[src/rtl/memory_access_controller_pkg.sv]
// memory_access_controller_pkg
// Shared definitions for the memory access controller slice.
//   N_DEFAULT / M_DEFAULT : default address and data widths
//   state_t               : controller states with fixed 2-bit encodings
//   REQ_F / REQ_D         : bit positions of the two requesters in request/grant vectors
//   rr_pick               : two-way round-robin grant selection
package memory_access_controller_pkg;

  localparam int N_DEFAULT = 4;
  localparam int M_DEFAULT = 16;

  typedef enum logic [1:0] {
    ST_CLEAR = 2'b00,
    ST_RUN   = 2'b01
  } state_t;

  localparam int REQ_F = 0;
  localparam int REQ_D = 1;

  // One-hot grant for two requesters. On contention, the requester that
  // was not granted last wins, so fetch_last=1 hands the tie to data.
  function automatic logic [1:0] rr_pick(input logic [1:0] req, input logic fetch_last);
    logic [1:0] pick;
    pick = 2'b00;
    if (req[REQ_F] && req[REQ_D]) begin
      pick = fetch_last ? 2'b10 : 2'b01;
    end else if (req[REQ_F]) begin
      pick = 2'b01;
    end else if (req[REQ_D]) begin
      pick = 2'b10;
    end
    return pick;
  endfunction

endpackage

[src/rtl/memory_access_controller_if.sv]
// memory_access_controller_if
// Bundles the requester handshakes and the external memory port.
//   Fetch requester : req_f, addr_f -> gnt_f, rvalid_f
//   Data requester  : req_d, we_d, addr_d, wdata_d -> gnt_d, rvalid_d
//   Shared          : rdata (registered read data), busy (clear sweep running)
//   Memory port     : mem_en, mem_we, mem_addr, mem_wdata -> mem_rdata
// Modports:
//   slave  : the controller side
//   master : the requesters plus the external memory that surround it
interface memory_access_controller_if
  import memory_access_controller_pkg::*;
#(
  parameter int n = N_DEFAULT,
  parameter int m = M_DEFAULT
);

  logic         req_f;
  logic [n-1:0] addr_f;
  logic         req_d;
  logic         we_d;
  logic [n-1:0] addr_d;
  logic [m-1:0] wdata_d;

  logic         gnt_f;
  logic         gnt_d;
  logic         rvalid_f;
  logic         rvalid_d;
  logic [m-1:0] rdata;
  logic         busy;

  logic         mem_en;
  logic         mem_we;
  logic [n-1:0] mem_addr;
  logic [m-1:0] mem_wdata;
  logic [m-1:0] mem_rdata;

  modport slave (
    input  req_f, addr_f, req_d, we_d, addr_d, wdata_d, mem_rdata,
    output gnt_f, gnt_d, rvalid_f, rvalid_d, rdata, busy,
           mem_en, mem_we, mem_addr, mem_wdata
  );

  modport master (
    output req_f, addr_f, req_d, we_d, addr_d, wdata_d, mem_rdata,
    input  gnt_f, gnt_d, rvalid_f, rvalid_d, rdata, busy,
           mem_en, mem_we, mem_addr, mem_wdata
  );

endinterface

[src/rtl/memory_access_controller_rr_arbiter.sv]
// rr_arbiter_2
// Two-way round-robin arbiter with a one-hot, combinational grant.
//   clk : clock
//   clr : synchronous active-high reset; leaves the arbiter favouring fetch
//   en  : grants are only issued while en=1
//   req : {data, fetch} request vector
//   gnt : {data, fetch} one-hot grant vector, valid in the same cycle as req
module rr_arbiter_2
  import memory_access_controller_pkg::*;
(
  input  logic       clk,
  input  logic       clr,
  input  logic       en,
  input  logic [1:0] req,
  output logic [1:0] gnt
);

  // Remembers who won the most recent grant; 0 after reset means data
  // is treated as the last winner, so fetch gets the first tie.
  logic fetch_last;

  // Grant selection is purely combinational so a lone requester is served
  // in the cycle it asks.
  always_comb begin
    gnt = 2'b00;
    if (en) begin
      gnt = rr_pick(req, fetch_last);
    end
  end

  // The pointer only moves when someone is actually granted; idle cycles
  // and disabled cycles leave the priority where it was.
  always_ff @(posedge clk) begin
    if (clr) begin
      fetch_last <= 1'b0;
    end else if (gnt != 2'b00) begin
      fetch_last <= gnt[REQ_F];
    end
  end

endmodule

[src/rtl/memory_access_controller.sv]
// memory_access_controller
// Arbitrates a fetch (read-only) requester and a data (read/write) requester
// onto one external single-port memory. After reset the whole memory is
// swept to zero, one word per cycle, before any request is accepted.
//   clk : clock, all state updates on the rising edge
//   clr : synchronous active-high reset; restarts the clear sweep
//   bus : memory_access_controller_if.slave
//         request/grant handshakes, shared registered rdata with per-requester
//         rvalid, busy during the sweep, and the external memory port
// Parameters:
//   n : address width, memory depth is 2**n words
//   m : data width
module memory_access_controller
  import memory_access_controller_pkg::*;
#(
  parameter int n = N_DEFAULT,
  parameter int m = M_DEFAULT
) (
  input  logic                        clk,
  input  logic                        clr,
  memory_access_controller_if.slave   bus
);

  localparam int           L         = 1 << n;
  localparam logic [n-1:0] LAST_ADDR = n'(L - 1);

  state_t       state;
  state_t       state_next;
  logic [n-1:0] sweep_cnt;
  logic [n-1:0] sweep_cnt_next;

  logic         arb_en;
  logic [1:0]   req;
  logic [1:0]   gnt;
  logic         rd_grant;

  logic         busy;
  logic         mem_en;
  logic         mem_we;
  logic [n-1:0] mem_addr;
  logic [m-1:0] mem_wdata;

  logic [m-1:0] rdata_q;
  logic         rvalid_f_q;
  logic         rvalid_d_q;

  assign req      = {bus.req_d, bus.req_f};
  // Arbitration is gated by the registered state only, which keeps the
  // grant path free of any loop through the output decode below.
  assign arb_en   = (state == ST_RUN);
  assign rd_grant = gnt[REQ_F] | (gnt[REQ_D] & ~bus.we_d);

  rr_arbiter_2 u_arbiter (
    .clk (clk),
    .clr (clr),
    .en  (arb_en),
    .req (req),
    .gnt (gnt)
  );

  // State and sweep counter registers.
  always_ff @(posedge clk) begin
    if (clr) begin
      state     <= ST_CLEAR;
      sweep_cnt <= '0;
    end else begin
      state     <= state_next;
      sweep_cnt <= sweep_cnt_next;
    end
  end

  // Next-state and memory port decode. In CLEAR the memory port writes zero
  // to the sweep address; in RUN it carries whichever requester won this
  // cycle, or sits fully idle with address and data at zero.
  always_comb begin
    state_next     = state;
    sweep_cnt_next = sweep_cnt;
    busy           = 1'b0;
    mem_en         = 1'b0;
    mem_we         = 1'b0;
    mem_addr       = '0;
    mem_wdata      = '0;

    case (state)
      ST_CLEAR: begin
        busy     = 1'b1;
        mem_en   = 1'b1;
        mem_we   = 1'b1;
        mem_addr = sweep_cnt;
        if (sweep_cnt == LAST_ADDR) begin
          state_next     = ST_RUN;
          sweep_cnt_next = '0;
        end else begin
          sweep_cnt_next = sweep_cnt + 1'b1;
        end
      end

      ST_RUN: begin
        if (gnt[REQ_F]) begin
          mem_en   = 1'b1;
          mem_addr = bus.addr_f;
        end else if (gnt[REQ_D]) begin
          mem_en    = 1'b1;
          mem_we    = bus.we_d;
          mem_addr  = bus.addr_d;
          mem_wdata = bus.wdata_d;
        end
      end

      default: begin
        state_next     = ST_CLEAR;
        sweep_cnt_next = '0;
      end
    endcase
  end

  // Read return path. rdata is shared and only reloads on a granted read,
  // so a write leaves the last returned value visible. A reset edge drops
  // any read that was granted in the same cycle.
  always_ff @(posedge clk) begin
    if (clr) begin
      rdata_q    <= '0;
      rvalid_f_q <= 1'b0;
      rvalid_d_q <= 1'b0;
    end else begin
      rvalid_f_q <= gnt[REQ_F];
      rvalid_d_q <= gnt[REQ_D] & ~bus.we_d;
      if (rd_grant) begin
        rdata_q <= bus.mem_rdata;
      end
    end
  end

  assign bus.gnt_f     = gnt[REQ_F];
  assign bus.gnt_d     = gnt[REQ_D];
  assign bus.rvalid_f  = rvalid_f_q;
  assign bus.rvalid_d  = rvalid_d_q;
  assign bus.rdata     = rdata_q;
  assign bus.busy      = busy;
  assign bus.mem_en    = mem_en;
  assign bus.mem_we    = mem_we;
  assign bus.mem_addr  = mem_addr;
  assign bus.mem_wdata = mem_wdata;

endmodule

[src/flat_wrapper.sv]
// flat-port wrapper written by rule: the top's interface ports become plain ports
module memory_access_controller_flat import memory_access_controller_pkg::*;
#(
  parameter int n = N_DEFAULT,
  parameter int m = M_DEFAULT
)
  (clk, clr, bus_req_f, bus_addr_f, bus_req_d, bus_we_d, bus_addr_d, bus_wdata_d, bus_mem_rdata, bus_gnt_f, bus_gnt_d, bus_rvalid_f, bus_rvalid_d, bus_rdata, bus_busy, bus_mem_en, bus_mem_we, bus_mem_addr, bus_mem_wdata);
  memory_access_controller_if #(.n(n), .m(m)) bus_i ();
  input  logic clk;
  input  logic clr;
  input wire logic [$bits(bus_i.req_f)-1:0] bus_req_f;
  input wire logic [$bits(bus_i.addr_f)-1:0] bus_addr_f;
  input wire logic [$bits(bus_i.req_d)-1:0] bus_req_d;
  input wire logic [$bits(bus_i.we_d)-1:0] bus_we_d;
  input wire logic [$bits(bus_i.addr_d)-1:0] bus_addr_d;
  input wire logic [$bits(bus_i.wdata_d)-1:0] bus_wdata_d;
  input wire logic [$bits(bus_i.mem_rdata)-1:0] bus_mem_rdata;
  output wire logic [$bits(bus_i.gnt_f)-1:0] bus_gnt_f;
  output wire logic [$bits(bus_i.gnt_d)-1:0] bus_gnt_d;
  output wire logic [$bits(bus_i.rvalid_f)-1:0] bus_rvalid_f;
  output wire logic [$bits(bus_i.rvalid_d)-1:0] bus_rvalid_d;
  output wire logic [$bits(bus_i.rdata)-1:0] bus_rdata;
  output wire logic [$bits(bus_i.busy)-1:0] bus_busy;
  output wire logic [$bits(bus_i.mem_en)-1:0] bus_mem_en;
  output wire logic [$bits(bus_i.mem_we)-1:0] bus_mem_we;
  output wire logic [$bits(bus_i.mem_addr)-1:0] bus_mem_addr;
  output wire logic [$bits(bus_i.mem_wdata)-1:0] bus_mem_wdata;
  assign bus_i.req_f = bus_req_f;
  assign bus_i.addr_f = bus_addr_f;
  assign bus_i.req_d = bus_req_d;
  assign bus_i.we_d = bus_we_d;
  assign bus_i.addr_d = bus_addr_d;
  assign bus_i.wdata_d = bus_wdata_d;
  assign bus_i.mem_rdata = bus_mem_rdata;
  assign bus_gnt_f = bus_i.gnt_f;
  assign bus_gnt_d = bus_i.gnt_d;
  assign bus_rvalid_f = bus_i.rvalid_f;
  assign bus_rvalid_d = bus_i.rvalid_d;
  assign bus_rdata = bus_i.rdata;
  assign bus_busy = bus_i.busy;
  assign bus_mem_en = bus_i.mem_en;
  assign bus_mem_we = bus_i.mem_we;
  assign bus_mem_addr = bus_i.mem_addr;
  assign bus_mem_wdata = bus_i.mem_wdata;
  memory_access_controller #(.n(n), .m(m)) u_core (.clk(clk), .clr(clr), .bus(bus_i));
endmodule
[config.mk]
export PLATFORM = sky130hd
export DESIGN_NAME = memory_access_controller_flat
export DESIGN_NICKNAME = d
export VERILOG_FILES = /design/src/rtl/memory_access_controller_pkg.sv /design/src/rtl/memory_access_controller_if.sv /design/src/rtl/memory_access_controller_rr_arbiter.sv /design/src/rtl/memory_access_controller.sv /design/src/flat_wrapper.sv
export SDC_FILE = /design/constraint.sdc
export NUM_CORES = 1
export LEC_CHECK = 0
export BUFFER_PORTS_ARGS = -buffer_cell sky130_fd_sc_hd__buf_2
export CAP_MARGIN = 25
export CORE_MARGIN = 4
export CORE_UTILIZATION = 42
export DETAILED_ROUTE_END_ITERATION = 7
export PLACE_DENSITY_LB_ADDON = 0.2
export SYNTH_ARGS = -nofsm -noshare
export SYNTH_HDL_FRONTEND = slang
export SYNTH_HIERARCHICAL = 1
export SYNTH_SLANG_ARGS = --single-unit
[constraint.sdc]
create_clock -name clk -period 3 [get_ports clk]
set_clock_uncertainty 0.2 [all_clocks]
set_input_delay 0.15 -clock clk [delete_from_list [all_inputs] [get_ports clk]]
set_output_delay 0.15 -clock clk [all_outputs]
set_load 0.02 [all_outputs]
# Word-level counts from Yosys, hierarchy flattened
# Cells that the tools add are included.
# totals
register_bits,25
word_cells,40
# op_classes
muxes,22
bitwise_logic,4
add_sub_neg,1
n_eq_ne,3
reduce_logical,4
# ops
cell,count
2-to-1 mux 16 bit,3
case mux 4 bit (2 select lines),2
2-to-1 mux 2 bit,6
2-to-1 mux 4 bit,3
2-to-1 mux 1 bit,5
"adder 4 x 1 -> 4 bit, second input constant",1
"== test 4 bit, second input constant",1
case mux 1 bit (2 select lines),2
case mux 2 bit (2 select lines),1
"== test 2 x 1 -> 1 bit, second input constant",1
zero test 2 bit,1
"inequality test 2 x 1 -> 1 bit, second input constant",1
inverter 1 bit,2
AND reduction 2 bit,1
nonzero test 2 bit,1
AND 1 bit,1
logical AND 1 bit,1
OR 1 bit,1

# Logic depth before layout (Yosys ltp)
# depth
depth_word,7
ltp_mapped,7
mapped_depth_nobuf,5

# Hierarchy
# Netlist, hierarchy kept.
# by_module_without_submodules
mod,cells_each,area_each_um2,instances
memory_access_controller,135,1074.8,1
rr_arbiter_2,8,55.1,1

# Worst setup path before layout
# No wires, ideal clock.
# synth_timing
path_type,register -> output
start,register u_core.state[0]
end,output port bus_mem_addr[2]
arrival_time_ps,1879
t_required_ps,2650
path_buffers,1
setup_slack_ps,771
stages_incl_launch_ff,6
path_cell_list,dfxtp_1 -> nand2_1 -> a21oi_1 -> clkbuf_1 -> a22oi_1 -> o21ai_0
# synth_between
elab_cells_between_ends,6
classes_between,eq/ne: 1; mux: 4; reduce/logical: 1
# synth_lines
element,line,text
start: declaration,memory_access_controller.sv:27,state_t state;
start signal: assignment,memory_access_controller.sv:67,state <= state_next;
== test 2 x 1 -> 1 bit,memory_access_controller.sv:50,assign arb_en = (state == ST_RUN);
2-to-1 mux 2 bit,memory_access_controller_rr_arbiter.sv:26,if (en) begin
named net bus_gnt_f,flat_wrapper.sv:18,output wire logic [$bits(bus_i.gnt_f)-1:0] bus_gnt_f;
2-to-1 mux 4 bit,memory_access_controller.sv:99,if (gnt[REQ_F]) begin
case mux 4 bit (2 select lines),memory_access_controller.sv:84,case (state)
end: declaration,flat_wrapper.sv:26,output wire logic [$bits(bus_i.mem_addr)-1:0] bus_mem_addr;
# The timed path passes the listed nets, and every way through them passes these cells.

# Worst setup path after layout
# layout_timing
start,register u_core.state[0]
end,output port bus_mem_wdata[3]
# layout_between
elab_chain_len,5
# layout_rtl
element,line,text
== test 2 x 1 -> 1 bit *,"memory_access_controller.sv:50, memory_access_controller.sv:84",
2-to-1 mux 2 bit,memory_access_controller_rr_arbiter.sv:26,
2-to-1 mux 16 bit,memory_access_controller.sv:102,end else if (gnt[REQ_D]) begin
2-to-1 mux 16 bit,memory_access_controller.sv:99,
2-to-1 mux 16 bit *,memory_access_controller.sv:84,
end: declaration,flat_wrapper.sv:27,output wire logic [$bits(bus_i.mem_wdata)-1:0] bus_mem_wdata;
# Every way passes the cells marked *; elsewhere a longest branch is shown, timed or not.

==> metrics.txt <==
status finished, final reports clean; Iteration-0 DRC Markers 45; drt drc 0; Die Y-Extent between 50 and 60 um; fraction of registers with async set/reset 0%; Detail Placement HPWL 2.53 mm; # diodes 0; post-layout minimum cycle time 2660 ps; total negative slack 0 ps; number of global-route vias before repair between 1,000 and 1,500; Syn Area/Cell 7.90 um^2; Post-Synthesis Cells 143; CTS tree built; grt total ovfl 0; internal power 0.413 mW; endpoints failing hold 0; Vias/cell approximately 5.2; DIE AREA 3580 um^2; DR WL/cell 13.8 um; critical path type reg2out; leakage power 0.865 nW; most frequent cells after synthesis 24 x dfxtp_1, 22 x a21oi_1, 18 x o21ai_0, 17 x nand3_1, 16 x and2_1; Nets 290; GPL Wtd Cong 0.789; Post-synth EDFFs 0; Worst Tran Pin Value 674 ps; Syn Nets 189; Placement Cell Area ~1600 um^2; first-pass GRT wire length 5.66 mm; FMAX 376 MHz; Area Overhead vs Synth 56.0%; CTS root buf clkbuf_4; Setup WS pre-CTS 673 ps; Worst setup EP type output pin; Yosys Warn Count 6; First-pass DRT Iterations 4; PostCTS Resize Cnt 0; Tightest Hold Check Type in2reg; Synth Area in Compound Gates 21.5%; XOR/XNOR Fraction of Synth Area under 10%; H-tree levels 1; antenna violations before repair 0; sequential-to-total area share from yosys stat 42.5%; via count 1,408; final antenna-violating net count 0; final instance area 1760 um^2; top post-synthesis cells by area dfxtp_1 43%, a21oi_1 9.7%, and2_1 8.9%; Port Buffer Count 87; Initial Utilization 44.8%; Critical Path RT about 2700 ps; GRT Total Usage 20.3%; fin worst setup slack ~340 ps; Synth Register Bits 24; logic gate share of total power 13.5%; largest net degree at the start of global routing 25; peak supply drop 0.273 mV; Fin Hold WS 52.7 ps; share of cells above drive strength 1 38.4%; Simple-Gate Fraction of Synth Area 27.0%; mux contribution to synthesized area 0.886%; Post-Synth Adder-Cell Area 1.11%; CTS Buffer Depth 2; multi-input logic area 588 um^2; sw frac between 20% and 30%; RSZ-0062 raised after global routing false; Setup crit start kind flip-flop; total CTS buffers 3; endpoints failing setup 0; # fillers 221; Crit path arrival time 2310 ps; Psw 0.117 mW; Max-cap violations 0; setup repair bufs after CTS 0; cell area after technology mapping between 1000 and 1500 um^2; utilization after layout 69.9%; Worst-Skew Late Latency 290 ps; clk sinks 24; largest family of logic cells by synthesized area simple AND/OR/NAND/NOR gates; sequential power share 61.7%; Top FF cell, synth dfxtp_1; Rows 18; io pins 88; sequential standard cell area between 400 and 500 um^2; Crit Path Max Fanout 24; Final period util 88.6%; hold_buf cts 18; count leader, synth dfxtp_1; drt total wl 3.75 mm; clock-pin slew of the registers on the worst-case setup and hold paths 120 ps; Synth top area share 42.5%; Worst slew margin 55.0%; Placeable Area around 2500 um^2; PwrDens between 300 and 400 nW/um^2; share of total power in the clock network approximately 25%; Slew Limit Fails 0; top cell type by total area after synthesis dfxtp_1; Die Wd between 50 and 60 um; Netlist cell types 26
## stage by stage
step	instances	power [mW]
after CTS	272	0.536
final	272	0.530
after global placement	251	0.387
after detailed placement	251	0.388
after floorplan	143	0.353
after global routing	272	0.566
## routing by layer
layer  up-vias  routed length, um  track usage [%]
met5         -                  0                0
met4         0                 10             2.85
met3         2                506             3.89
met2        84               1950             41.2
met1       629               1280             21.6
li1        693                  -                -
## critical path: stages (launching register included)
cell     delay (ps)
dfxtp_1         600
nand2_1         120
a21oi_1         140
buf_4           270
inv_2           180
and3_1          340
and2_1          210
buf_2           150
## registers in the layout (all words and copies together), names as in the netlist
name / flops
u_core/bus.rdata: 16
u_core/state: 1
u_core/u_arbiter/fetch_last: 1
u_core/sweep_cnt: 4
u_core/bus.rvalid_d: 1
u_core/bus.rvalid_f: 1
## logic make-up (layout without fill, tap and decap cells)
logic type,count (synthesis),count (layout)
compound gates,45,45
xor+xnor,2,2
fa+ha+maj,1,1
buf+inv,13,112
flops,24,24
mux,1,1
simple gates,57,57
## cell usage in the layout (no fill, tap or decap), types with 3 or more instances in the layout
master,synthesis,final
a21oi_1,22,22
nor2_1,11,11
and2_1,16,16
nand3_1,17,17
dlygate4sd3_1,0,18
dfxtp_1,24,24
nand2_1,5,5
o21ai_0,18,18
a221oi_1,3,3
buf_2,2,87
clkbuf_4,0,3
## path summary, 6_finish.rpt
kind | start | endpoint | slack (ps) | cells after the start
setup reg to reg | u_core/state[0] | u_core/bus.rdata[3] | 850 | 5
hold / removal | clr | u_core/sweep_cnt[0] | 50 | 2
setup / recovery | u_core/state[0] | bus_mem_wdata[3] | 340 | 7
hold reg to reg | u_core/bus.rdata[15] | u_core/bus.rdata[15] | 270 | 2
## power groups by stage
stage / Sequential (mW) / Clock [mW] / Combinational (mW)
after detailed placement: 0.334 / 0 / 0.0537
final: 0.327 / 0.131 / 0.0717
after global placement: 0.334 / 0 / 0.0531
after CTS: 0.327 / 0.138 / 0.0709
after global routing: 0.328 / 0.159 / 0.0788
after floorplan: 0.333 / 0 / 0.0198
## cell type report
class	count	area share, %
timing repair buffer	106	35.3
sequential	24	27.3
inverter	3	0.639
multi-input combinational	106	33.4
clock buffer	3	1.28
tap	30	2.13
(Power assumes the default switching activity.)
